**config.mk**
```make
export PLATFORM = sky130hd
export DESIGN_NAME = flash_sample_reader
export DESIGN_NICKNAME = d
export VERILOG_FILES = /design/src/rtl/flash_sample_reader_pkg.sv /design/src/rtl/flash_addr_counter.sv /design/src/rtl/flash_sample_reader.sv
export SDC_FILE = /design/constraint.sdc
export NUM_CORES = 1
export LEC_CHECK = 0
export BUFFER_PORTS_ARGS = -buffer_cell sky130_fd_sc_hd__buf_2
export CAP_MARGIN = 20
export CORE_MARGIN = 2
export CORE_UTILIZATION = 57
export CTS_CLUSTER_DIAMETER = 30
export DETAILED_ROUTE_END_ITERATION = 10
export GPL_TIMING_DRIVEN = 0
export PLACE_DENSITY_LB_ADDON = 0.05
export SKIP_LAST_GASP = 1
export SYNTH_ARGS = -nofsm -noshare
export SYNTH_HDL_FRONTEND = slang
export SYNTH_SLANG_ARGS = --single-unit
```
**constraint.sdc**
```tcl
create_clock -name clk -period 2.7 [get_ports clk]
set_clock_uncertainty 0.05 [all_clocks]
set_input_delay 0.54 -clock clk [delete_from_list [all_inputs] [get_ports clk]]
set_output_delay 0.54 -clock clk [all_outputs]
set_load 0.01 [all_outputs]
```
**src/rtl/flash_sample_reader_pkg.sv**
```systemverilog
// Shared definitions for the flash sample reader and its address counter.
// The direction constants are also used by the keyboard FSM.
package flash_sample_reader_pkg;

  localparam int                DEF_ADDR_W   = 23;
  localparam logic [22:0]       DEF_MAX_ADDR = 23'h7FFFF;
  localparam int                DEF_SAMPLE_W = 16;

  localparam logic DIR_FWD = 1'b1;
  localparam logic DIR_BWD = 1'b0;

  typedef enum logic [1:0] {
    IDLE      = 2'd0,
    REQ       = 2'd1,
    WAIT_DATA = 2'd2,
    EMIT      = 2'd3
  } state_e;

endpackage

```
**src/rtl/flash_addr_counter.sv**
```systemverilog
// Up/down flash word-address counter.
// It wraps at 0 and MAX_ADDR, and can jump to the song start for either direction.
module flash_addr_counter
  import flash_sample_reader_pkg::*;
#(
  parameter int                ADDR_W   = DEF_ADDR_W,
  parameter logic [ADDR_W-1:0] MAX_ADDR = DEF_MAX_ADDR
) (
  input  logic              clk,
  input  logic              reset_n,
  input  logic              load_start,
  input  logic              start_dir,
  input  logic              step,
  input  logic              step_dir,
  output logic [ADDR_W-1:0] addr
);

  logic [ADDR_W-1:0] addr_d, addr_q;

  // A load takes priority over a step. The address wraps at both ends.
  always_comb begin
    addr_d = addr_q;
    if (load_start) begin
      addr_d = (start_dir == DIR_FWD) ? '0 : MAX_ADDR;
    end else if (step) begin
      if (step_dir == DIR_FWD) begin
        addr_d = (addr_q == MAX_ADDR) ? '0 : addr_q + ADDR_W'(1);
      end else begin
        addr_d = (addr_q == '0) ? MAX_ADDR : addr_q - ADDR_W'(1);
      end
    end
  end

  // Address register
  always_ff @(posedge clk or negedge reset_n) begin
    if (!reset_n) addr_q <= '0;
    else          addr_q <= addr_d;
  end

  assign addr = addr_q;

endmodule

```
**src/rtl/flash_sample_reader.sv**
```systemverilog
// Reads 32-bit audio words from flash through an Avalon-MM read master.
// It plays out one 16-bit half-word per sample tick, in either direction.
//
// state     | meaning
// ----------+-----------------------------------------------------------
// IDLE      | waiting for a tick; with half=1 the stored word still has a sample to play
// REQ       | flash_read asserted, address held until waitrequest drops
// WAIT_DATA | request accepted, waiting for readdatavalid
// EMIT      | one-cycle sample_valid pulse, then back to IDLE
module flash_sample_reader
  import flash_sample_reader_pkg::*;
#(
  parameter int                ADDR_W   = DEF_ADDR_W,
  parameter logic [ADDR_W-1:0] MAX_ADDR = DEF_MAX_ADDR,
  parameter int                SAMPLE_W = DEF_SAMPLE_W
) (
  input  logic                clk,
  input  logic                reset_n,
  input  logic                sample_tick,
  input  logic                start_reading,
  input  logic                direction,
  input  logic                restart,
  output logic [ADDR_W-1:0]   flash_address,
  output logic                flash_read,
  input  logic                flash_waitrequest,
  input  logic [31:0]         flash_readdata,
  input  logic                flash_readdatavalid,
  output logic [SAMPLE_W-1:0] audio_sample,
  output logic                sample_valid
);

  state_e              state_d, state_q;
  logic                flash_read_d, flash_read_q;
  logic                half_d, half_q;
  logic                restart_pend_d, restart_pend_q;
  logic                dir_latched_d, dir_latched_q;
  logic [31:0]         word_d, word_q;
  logic [SAMPLE_W-1:0] audio_sample_d, audio_sample_q;
  logic                sample_valid_d, sample_valid_q;
  logic                cnt_load, cnt_step;

  flash_addr_counter #(
    .ADDR_W   (ADDR_W),
    .MAX_ADDR (MAX_ADDR)
  ) u_addr_counter (
    .clk        (clk),
    .reset_n    (reset_n),
    .load_start (cnt_load),
    .start_dir  (direction),
    .step       (cnt_step),
    .step_dir   (dir_latched_q),
    .addr       (flash_address)
  );

  // Next-state logic. The first sample is loaded straight from readdata, so sample_valid
  // rises one cycle after readdatavalid. A second-half tick is answered the same way.
  always_comb begin
    state_d        = state_q;
    flash_read_d   = flash_read_q;
    half_d         = half_q;
    restart_pend_d = restart_pend_q;
    dir_latched_d  = dir_latched_q;
    word_d         = word_q;
    audio_sample_d = audio_sample_q;
    sample_valid_d = 1'b0;
    cnt_load       = 1'b0;
    cnt_step       = 1'b0;

    case (state_q)
      IDLE: begin
        if (restart) begin
          cnt_load = 1'b1;
          half_d   = 1'b0;
        end else if (sample_tick && start_reading) begin
          if (!half_q) begin
            state_d      = REQ;
            flash_read_d = 1'b1;
          end else begin
            audio_sample_d = (dir_latched_q == DIR_FWD) ? word_q[2*SAMPLE_W-1:SAMPLE_W]
                                                        : word_q[SAMPLE_W-1:0];
            sample_valid_d = 1'b1;
            half_d         = 1'b0;
            cnt_step       = 1'b1;
            state_d        = EMIT;
          end
        end
      end

      REQ: begin
        if (restart) restart_pend_d = 1'b1;
        if (!flash_waitrequest) begin
          flash_read_d = 1'b0;
          state_d      = WAIT_DATA;
        end
      end

      WAIT_DATA: begin
        if (flash_readdatavalid) begin
          if (restart_pend_q || restart) begin
            // The fetched word belongs to the old position, so it is dropped.
            cnt_load       = 1'b1;
            half_d         = 1'b0;
            restart_pend_d = 1'b0;
            state_d        = IDLE;
          end else begin
            word_d         = flash_readdata;
            dir_latched_d  = direction;
            audio_sample_d = (direction == DIR_FWD) ? flash_readdata[SAMPLE_W-1:0]
                                                    : flash_readdata[2*SAMPLE_W-1:SAMPLE_W];
            sample_valid_d = 1'b1;
            half_d         = 1'b1;
            state_d        = EMIT;
          end
        end else if (restart) begin
          restart_pend_d = 1'b1;
        end
      end

      EMIT: begin
        state_d = IDLE;
        if (restart) begin
          cnt_load = 1'b1;
          half_d   = 1'b0;
        end
      end

      default: state_d = IDLE;
    endcase
  end

  // State and datapath registers. The async clear also drops flash_read immediately.
  always_ff @(posedge clk or negedge reset_n) begin
    if (!reset_n) begin
      state_q        <= IDLE;
      flash_read_q   <= 1'b0;
      half_q         <= 1'b0;
      restart_pend_q <= 1'b0;
      dir_latched_q  <= DIR_FWD;
      word_q         <= '0;
      audio_sample_q <= '0;
      sample_valid_q <= 1'b0;
    end else begin
      state_q        <= state_d;
      flash_read_q   <= flash_read_d;
      half_q         <= half_d;
      restart_pend_q <= restart_pend_d;
      dir_latched_q  <= dir_latched_d;
      word_q         <= word_d;
      audio_sample_q <= audio_sample_d;
      sample_valid_q <= sample_valid_d;
    end
  end

  assign flash_read   = flash_read_q;
  assign audio_sample = audio_sample_q;
  assign sample_valid = sample_valid_q;

endmodule

```
==> results.cfg, run 1 <==
[place]
dp_hpwl_microns = 10000
placedInstanceArea_sq_mm = 0.00552
gp_congestion = 1.03
port_buffers = 80

[logic_synthesis]
synth_edf_count = 0
synthSimpleGateAreaFrac = 0.248
yosys.cell_types.count = 67
netlist_area_sq_mm = 0.00496
synth_compound_area_frac = 0.186
yosys_warnings = 0
yosys-mux-area-fraction = 0.0750
synth_xor_area_frac = 0.0247
ys_seq_area_frac = 0.394
avgSynthCellArea_sq_um = 8.44
syn-num-nets = 635
synth_seq_cells = 78
async_flop_share = 1.00
synth_top_family_by_area = simple AND/OR/NAND/NOR gates
synthCells = 587
synth_flop_cell = dfrtp_1
synth_fa_ha_area_frac = 0.0202

[floorplan]
dieArea_sq_mm = 0.00946
die_h_microns = 97.2
die_x_microns = 97.2
io_pins = 81
coreArea_sq_mm = 0.00859
row_count = 34
start_util = 0.577

[worst_setup_path]
reg2reg_to = u_addr_counter.addr[11]
critPathLaunchType = flop
required_ns = 2.90
arrival_ns = 2.80
crit_type = flop to flop
crit_fanout = 9
r2r_cells = 7
endpoint_kind = flop
r2r-start = u_addr_counter.addr[0]
rrSetupSlack_ns = 0.1

[timing]
period_share = 0.963
timing.slew.headroom = 0.477
hold_viol = 0
max_clock_freq_mhz = 384
worst_slew_pin_slew_ns = 0.784
setup_violations = 0
post-route-min-period_ns = 2.60
slew_violations = 0
grt_setup_unrepaired = yes

[drt]
drtIter0Drc = 261
first_pass_iters = 8
met1Wirelength_microns = 5780
avgRoutedWirePerCell_microns = 17.8
viasPerCell = 6.19
dr_wl_met2_microns = 6930
postRouteAntennaNets = 0
wl_met3_microns = 1030
num_vias = 4923
route.detailed.drc = 0
topRoutingLayerUsed = met4
wirelength_microns = 14100

[pwr]
p_leak_uw = 0.00272
power_density_mw_per_mm2 = 1040
ir_worst_vdd_v = 0.000607
p_total_uw = 6040

[cells_and_area]
nNetsFinal = 730
seq_area_sq_mm = 0.00195
diodes = 0
drive_above_1_share = 0.231
postLayoutCellArea_sq_mm = 0.00583
area_growth_syn_to_layout_pct = 17.6
n_fill_cell = 742
multi_input_area_sq_mm = 0.00278

[run]
drv_cap = 0

[global_route]
overflow = 0
grt_first_pass_wirelength_microns = 23100
grt_antenna_before_repair = 0
grtUsageTotal = 0.301
grt_pass1_vias = 4681
grt_max_degree = 64

[hold_path]
worstHoldEndpoint = word_q[25]
hold_path_class = input pin to flop
hp-start = flash_readdata[25]
min_path_cells = 3

[clocking]
clock_latency_ns = 0.36
clock_path_buffers = 2
tritoncts = done
root_buffer = clkbuf_8
clock-sinks = 78
clk_pin_slew_ns = 0.09
cts_buffers = 9
htree_num_levels = 3

[status]
status = finished clean
-- worst max path at each step --
stage | from | end | slack, ns | cells after the start
2_1_floorplan | state_q[0] | audio_sample[10] | 0.27 | 11
3_3_place_gp | state_q[0] | audio_sample[7] | -0.16 | 11
3_5_place_dp | state_q[0] | audio_sample[11] | -0.23 | 11
4_1_cts | state_q[0] | u_addr_counter.addr[21] | 0.05 | 10
5_1_grt | state_q[0] | u_addr_counter.addr[21] | -0.07 | 10
6_report | u_addr_counter.addr[0] | u_addr_counter.addr[11] | 0.1 | 7
-- layer usage --
metal	vias to the layer above	GRT usage
li1	2283	-
met1	2330	0.383
met2	256	0.515
met3	54	0.0475
met4	0	0.121
met5	-	0
-- timing repair --
| action | CTS | global route |
|---|---|---|
| endpoints found under the setup margin | 11 | 31 |
| endpoints found under the hold margin | 15 | 0 |
| resized for setup | 3 | 18 |
| buffers inserted | 1 | 1 |
| hold buffers | 1 | 0 |
-- final cells by class --
| type | count | share of cell area |
|---|---|---|
| Buffer | 44 | 0.0378 |
| Inverter | 14 | 0.00901 |
| Clock buffer | 10 | 0.0236 |
| Sequential cell | 78 | 0.335 |
| Timing Repair Buffer | 84 | 0.0781 |
| Tap cell | 108 | 0.0232 |
| Multi-Input combinational cell | 451 | 0.477 |
| Clock inverter | 6 | 0.0159 |
-- cells by family after synthesis --
family,Yosys count
AOI/OAI and AO/OA,143
xor gates and xnor gates,14
adders and majority gates,8
buffers and inverters,58
DFF,78
muxes,35
and+or+nand+nor,251
-- stage by stage --
step / hold slack, ns / cells / setup TNS (ns) / setup WS [ns] / utilization
after CTS: 0.316 / 794 / 0 / 0.0452 / 0.673
after detailed placement: 0.376 / 776 / -2.15 / -0.232 / 0.643
after global routing: 0.330 / 795 / -0.162 / -0.0653 / 0.678
final: 0.328 / 795 / 0 / 0.0988 / 0.678
after floorplan: 0.194 / 587 / 0 / 0.268 / -
after global placement: 0.399 / 775 / -1.57 / -0.160 / 0.639
-- flip-flops by register name, summed over array words and instances, names as in the netlist --
signal,flops
half_q,1
flash_read,1
dir_latched_q,1
audio_sample,16
state_q,2
word_q,32
sample_valid,1
u_addr_counter.addr,23
restart_pend_q,1
-- Yosys cell counts (5+ instances only) --
cell,number,area (sq um)
and2_1,6,37.5
nor2b_1,17,106
a31oi_1,13,81.3
dfrtp_1,77,1930
nand4_1,8,50.1
nor3_1,10,50.1
a211oi_1,18,135
ha_1,8,100
a21oi_1,39,195
mux2_2,17,191
a221oi_1,5,43.8
mux2i_1,18,180
xnor2_1,8,70.1
nand2_1,128,480
o21ai_0,33,165
clkbuf_1,21,78.8
nor4_1,5,31.3
xor2_1,6,52.6
buf_2,14,70.1
inv_1,14,52.6
or3_1,7,43.8
nand3_1,22,110
nor2_1,23,86.3
-- layout by cell type (no fill, tap or decap), types with 16 or more instances in the layout --
| cell | count |
|---|---|
| mux2i_1 | 18 |
| dfrtp_1 | 77 |
| buf_2 | 91 |
| nand3_1 | 22 |
| o21ai_0 | 33 |
| nor2b_1 | 17 |
| a211oi_1 | 18 |
| nor2_1 | 23 |
| a21oi_1 | 39 |
| clkbuf_1 | 16 |
| mux2_2 | 17 |
| nand2_1 | 128 |
-- critical path: stages, from the launching register on --
cell,delay [ns]
dfrtp_1,0.40
clkbuf_1,0.23
nor2_1,0.47
nand3_1,0.38
or3_1,0.42
xor2_1,0.15
a21oi_1,0.08
or3_1,0.31
-- power breakdown --
group / switching, uW / total [uW] / leakage (uW) / internal [uW]
clock network: 481 / 1030 / 0.000110 / 553
registers: 302 / 1930 / 0.000995 / 1630
logic: 1840 / 3080 / 0.00162 / 1240
Power figures use the tool's default switching activity.
==> run 2: changes to the inputs <==
CTS_CLUSTER_DIAMETER = not set   (was 30)
SYNTH_HIERARCHICAL = 1   (was not set)
==> results.cfg, run 2 <==
[status]
status = finished clean

[logic_synthesis]
ys_seq_area_frac = 0.381
async_flop_share = 1.00
synthCells = 498
avgSynthCellArea_sq_um = 10.3
yosysMostFrequentCell = dfrtp_1
synth_fa_ha_area_frac = 0.0220
synth_top_family_by_area = multiplexers
synth_compound_area_frac = 0.120
synth_flop_cell = dfrtp_1
yosys.area.top_type_share = 0.376
yosys_warnings = 6
synth_seq_cells = 78
yosys-mux-area-fraction = 0.215
yosys.cell_types.count = 74
synth_xor_area_frac = 0.0291
syn-num-nets = 547
synth.largest_area_cell = dfrtp_1
yosys-top-cells-count = dfrtp_1, mux2i_1, mux2_2
netlist_area_sq_mm = 0.00512
synthSimpleGateAreaFrac = 0.179
synth.area.top_cells = dfrtp_1, mux2i_1, mux2_2
synth_edf_count = 0

[clocking]
clock_latency_ns = 0.36
htree_num_levels = 3
clk_pin_slew_ns = 0.10
clock-sinks = 78
clock_path_buffers = 2
cts_buffers = 9
root_buffer = clkbuf_8
ctsHoldBuffers = 0
cts_setup_buffers = 0
tritoncts = done

[pwr]
seqPwrFrac = 0.326
switching_share = 0.428
ir_worst_vdd_v = 0.000590
power.internal_uw = 3660
clkPwrFrac = 0.147
power_density_mw_per_mm2 = 1080
combPwrFrac = 0.527
power_switching_uw = 2740
p_leak_uw = 0.00262

[cells_and_area]
multi_input_area_sq_mm = 0.00293
regMostFlops = word_q
utilization = 0.679
area_growth_syn_to_layout_pct = 15.6
final_cell_mix = buf_2, dfrtp_1, mux2i_1
n_fill_cell = 705
fin_cells = 699
nNetsFinal = 635
drive_above_1_share = 0.333
seq_area_sq_mm = 0.00196
diodes = 0
largest_reg_flops = 32
layout_commonest_cell = buf_2

[global_route]
grtUsageTotal = 0.289
grt_max_degree = 60
grt_first_pass_wirelength_microns = 22500
overflow = 0
grt_antenna_before_repair = 1
grt_pass1_vias = 4354

[worst_setup_path]
arrival_ns = 2.86
required_ns = 2.91
critPathLaunchType = flop
path_cells = inv_1 > ha_1 > buf_6 > nand3_1 > a21oi_1 > inv_1 > clkbuf_2 > nor2_4 > a21oi_1 > o21ai_0
cp_slowest_cell = dfrtp_1
rrSetupSlack_ns = 0.05
endpoint_kind = flop
path_buf_inv = 4
crit_type = flop to flop
r2r-start = state_q[0]
cpLargestDelayFamily = buffers and inverters
critPathLaunch = state_q[0]
slowest_delay_ns = 0.44
crit_fanout = 19

[drt]
drtIter0Drc = 442
route.detailed.drc = 0
avgRoutedWirePerCell_microns = 19.6
postRouteAntennaNets = 0
num_vias = 4385
first_pass_iters = 5
viasPerCell = 6.27
wirelength_microns = 13700

[floorplan]
coreArea_sq_mm = 0.00872
die_x_microns = 98.8
io_pins = 81
dieArea_sq_mm = 0.00977
row_count = 34
die_h_microns = 98.8
start_util = 0.588

[timing]
slew_violations = 0
setup_tns_ns = 0
hold_viol = 0
grt_setup_unrepaired = yes
timing.slew.headroom = 0.469
max_clock_freq_mhz = 377
period_share = 0.981
whs_ns = 0.00295
setup_violations = 0
worst_slew_pin_slew_ns = 0.789
post-route-min-period_ns = 2.65

[place]
port_buffers = 79
placedCellCount = 686
gp_congestion = 0.978
dp_hpwl_microns = 9770

[run]
drv_cap = 0

[hold_path]
hold_path_class = input pin to asynchronous set/reset pin
==> run 2: cell count changes in the layout (fill, tap and decap cells not counted), sizes merged, moves of 5 or more <==
| cell | before | now |
|---|---|---|
| a211oi | 19 | 3 |
| a21oi | 40 | 17 |
| a31oi | 13 | 5 |
| clkbuf | 32 | 25 |
| mux2 | 17 | 49 |
| mux2i | 18 | 51 |
| nand2 | 128 | 27 |
| nand4 | 8 | 13 |
| nor2b | 17 | 3 |
| o21ai | 35 | 20 |
| or4 | 2 | 7 |
==> run 2: path summary, 6_finish.rpt <==
path | depth (start not counted) | end
min in group clk | 3 | flash_read
max in group asynchronous | 2 | dir_latched_q
worst min register to register | 1 | word_q[23]
worst min-delay path | 1 | flash_read
worst max register to register | 10 | u_addr_counter/addr[6]
worst max-delay path | 10 | u_addr_counter/addr[6]
==> run 2: kinds of logic after synthesis <==
group	count (synthesis)
simple gates	156
mux	100
compound gates	87
flops	78
buf+inv	51
xor+xnor	17
fa+ha+maj	9
==> run 2: through the flow <==
stage               worst slack [ns]  area (sq um)  total power, uW
global route                 -0.0269          5920             6830
floorplan                      0.245          5120             4430
detailed placement            -0.606          5690             5400
finish                        0.0500          5920             6410
global placement              -0.520          5660             5290
CTS                           0.0275          5900             6370
==> run 2: what timing repair did <==
| action | CTS | global route |
|---|---|---|
| pin swaps | 0 | 1 |
| endpoints found under the setup margin | 23 | 15 |
| resized for setup | 8 | 12 |
==> run 2: layout make-up <==
type	count	area share
buffer	37	0.0393
clock buffer	9	0.0209
clock inverter	7	0.0139
inverter	11	0.00697
multi-input combinational	369	0.494
sequential	78	0.330
tap	108	0.0228
timing repair buffer	80	0.0718
==> run 2: layer usage <==
metal / up-vias / global-route usage / part of all wire
met3: 31 / 0.0816 / 0.092
met5: - / 0 / 0.00058
met4: 2 / 0.0822 / 0.016
met1: 2127 / 0.386 / 0.42
li1: 2021 / - / -
met2: 204 / 0.464 / 0.47
==> run 2: worst reg2reg max path, delay by kind of cell (launching register included) <==
kind | cells | cell delay, ns
adder cells (fa/ha/maj) | 1 | 0.28
flip-flops | 1 | 0.44
AND/OR/NAND/NOR | 2 | 0.43
buffers and inverters | 4 | 0.82
AO/OA/AOI/OAI | 3 | 0.52
==> run 2: power by group through the flow <==
stage	registers [uW]	clock network (uW)	logic (uW)
global placement	2070	0	3220
detailed placement	2100	0	3300
floorplan	2130	0	2310
global route	2160	1010	3660
finish	2090	941	3380
CTS	2080	955	3330
==> run 3: changes to the inputs <==
ABC_AREA = 1   (was not set)
==> results.cfg, run 3 <==
[logic_synthesis]
netlist_area_sq_mm = 0.00579
async_flop_share = 1.00
avgSynthCellArea_sq_um = 6.37
ys_seq_area_frac = 0.338
yosys.cell_types.count = 34
synth_seq_cells = 78
synth.largest_area_cell = dfrtp_1
synth.area.top_cells = dfrtp_1, nand2_1, nand3_1
syn-num-nets = 957
yosys.area.top_type_share = 0.333
synthCells = 908
synth_flop_cell = dfrtp_1
yosys-top-cells-count = nand2_1, inv_1, nand3_1
yosysMostFrequentCell = nand2_1
synth_edf_count = 0
yosys_warnings = 6

[place]
dp_hpwl_microns = 12000
gp_congestion = 0.983
post-place-ws_ns = -0.289
placedCellCount = 1122
port_buffers = 80

[clocking]
clock_latency_ns = 0.36
clock_path_buffers = 2
cts_buffers = 9
clock-sinks = 78
cts_setup_buffers = 0
root_buffer = clkbuf_8
clk_pin_slew_ns = 0.09
htree_num_levels = 3
tritoncts = done

[worst_setup_path]
crit_type = flop to flop
endpoint = u_addr_counter/addr[11]
endpoint_kind = flop
reg2reg_to = u_addr_counter/addr[11]
crit_fanout = 19
cpLargestDelayFamily = buffers and inverters
path_buf_inv = 5
cpMostUsedCell = nand2_1
cp_num_cells = 12
path_cells = inv_1 > ha_1 > inv_2 > o22ai_1 > nand2_1 > inv_1 > nor2_2 > nor2_1 > buf_2 > buf_2 > nand2_1 > nand2_1
slowest_delay_ns = 0.41
r2r-start = state_q[0]
critPathLaunchType = flop
r2r_cells = 12
rrSetupSlack_ns = 0.23
critPathLaunch = state_q[0]
arrival_ns = 2.66
required_ns = 2.88
cp_slowest_cell = dfrtp_1

[timing]
layout_setup_ws_ns = 0.227
worst_slew_pin_slew_ns = 0.585
setup_tns_ns = 0
post-route-min-period_ns = 2.47
setup_violations = 0
hold_viol = 0
max_clock_freq_mhz = 404
timing.slew.headroom = 0.610
grt_setup_unrepaired = no
period_share = 0.916
slew_violations = 0

[floorplan]
start_util = 0.589
io_pins = 81
row_count = 36
dieArea_sq_mm = 0.0110
coreArea_sq_mm = 0.00982
die_h_microns = 105
die_x_microns = 105

[hold_path]
hold_path_class = input pin to flop
min_path_cells = 2

[cells_and_area]
largest_reg_flops = 32
layout_commonest_cell = nand2_1
final_cell_mix = nand2_1, inv_1, nand3_1
utilization = 0.672
regMostFlops = word_q
nNetsFinal = 1049
drive_above_1_share = 0.172
area_growth_syn_to_layout_pct = 14.1
fin_cells = 1138
diodes = 0

[status]
status = finished clean

[drt]
postRouteAntennaNets = 0
viasPerCell = 5.27
avgRoutedWirePerCell_microns = 14.0
num_vias = 5997
drtIter0Drc = 296
route.detailed.drc = 0
wirelength_microns = 15900
first_pass_iters = 5

[global_route]
grtUsageTotal = 0.302
grt_max_degree = 70
grt_antenna_before_repair = 0
grt_first_pass_wirelength_microns = 26800
overflow = 0
grt_pass1_vias = 5673

[pwr]
ir_worst_vdd_v = 0.000510
p_leak_uw = 0.00362
p_total_uw = 7340
power_density_mw_per_mm2 = 1110

[run]
drv_cap = 0
## run 3: cell count changes in the layout (fill, tap and decap cells not counted), sizes merged, moves of 8 or more
cell / delta
nor2: +63
nand3: +92
nand4: -8
nand2: +332
buf: +10
nor3: -13
mux2: -49
o21ai: +35
xnor2: -9
inv: +109
nor4: -8
mux2i: -51
## run 3: power breakdown
part / leakage (uW) / total [uW] / internal (uW) / switching, uW
clock: 0.000102 / 931 / 441 / 490
sequential: 0.000978 / 2090 / 1680 / 406
combinational: 0.00254 / 4320 / 1530 / 2790
total: 0.00362 / 7340 / 3650 / 3690
## run 3: worst min path at each step
stage                         from                       to  slack (ns)
3_5_place_dp               reset_n  u_addr_counter/addr[10]        0.35
2_1_floorplan              reset_n          audio_sample[0]        0.19
3_3_place_gp      audio_sample[10]         audio_sample[10]        0.41
5_1_grt        flash_readdatavalid           restart_pend_q        0.38
4_1_cts        flash_readdatavalid           restart_pend_q        0.36
6_report       flash_readdatavalid           restart_pend_q        0.38
## run 3: layout make-up
class / count / area, sq um
Inverter: 120 / 450
Timing Repair Buffer: 82 / 440
Multi-Input combinational cell: 670 / 3140
Buffer: 39 / 248
Fill cell: 1007 / 3220
Clock buffer: 9 / 124
Clock inverter: 7 / 80.1
Tap cell: 133 / 166
Sequential cell: 78 / 1950
## run 3: layer usage
layer	routed length [microns]	vias to the layer above	global-route usage	share of wire
met5	0	-	0	0
met4	480	0	0.126	0.030
met3	804	41	0.0331	0.050
met2	8000	207	0.532	0.50
met1	6660	2748	0.375	0.42
li1	-	3001	-	-
## run 3: cells by family after synthesis
kind of cell / count (synthesis) / synth area share
AOI/OAI and AO/OA: 80 / 0.0709
buffers and inverters: 160 / 0.121
and+or+nand+nor: 570 / 0.434
adders and majority gates: 9 / 0.0195
xor gates and xnor gates: 11 / 0.0167
DFF: 78 / 0.338
## run 3: what timing repair did
action / 4_1_cts / 5_1_grt
hold endpoints to repair: 9 / 0
resized for setup: 1 / 2
setup endpoints to repair: 22 / 21
hold buffers: 1 / 0
## run 3: metrics by stage
step,hold WS (ns),area [sq um]
5_1_grt,0.378,6600
6_report,0.376,6600
2_1_floorplan,0.194,5790
3_5_place_dp,0.345,6380
4_1_cts,0.360,6590
3_3_place_gp,0.408,6350
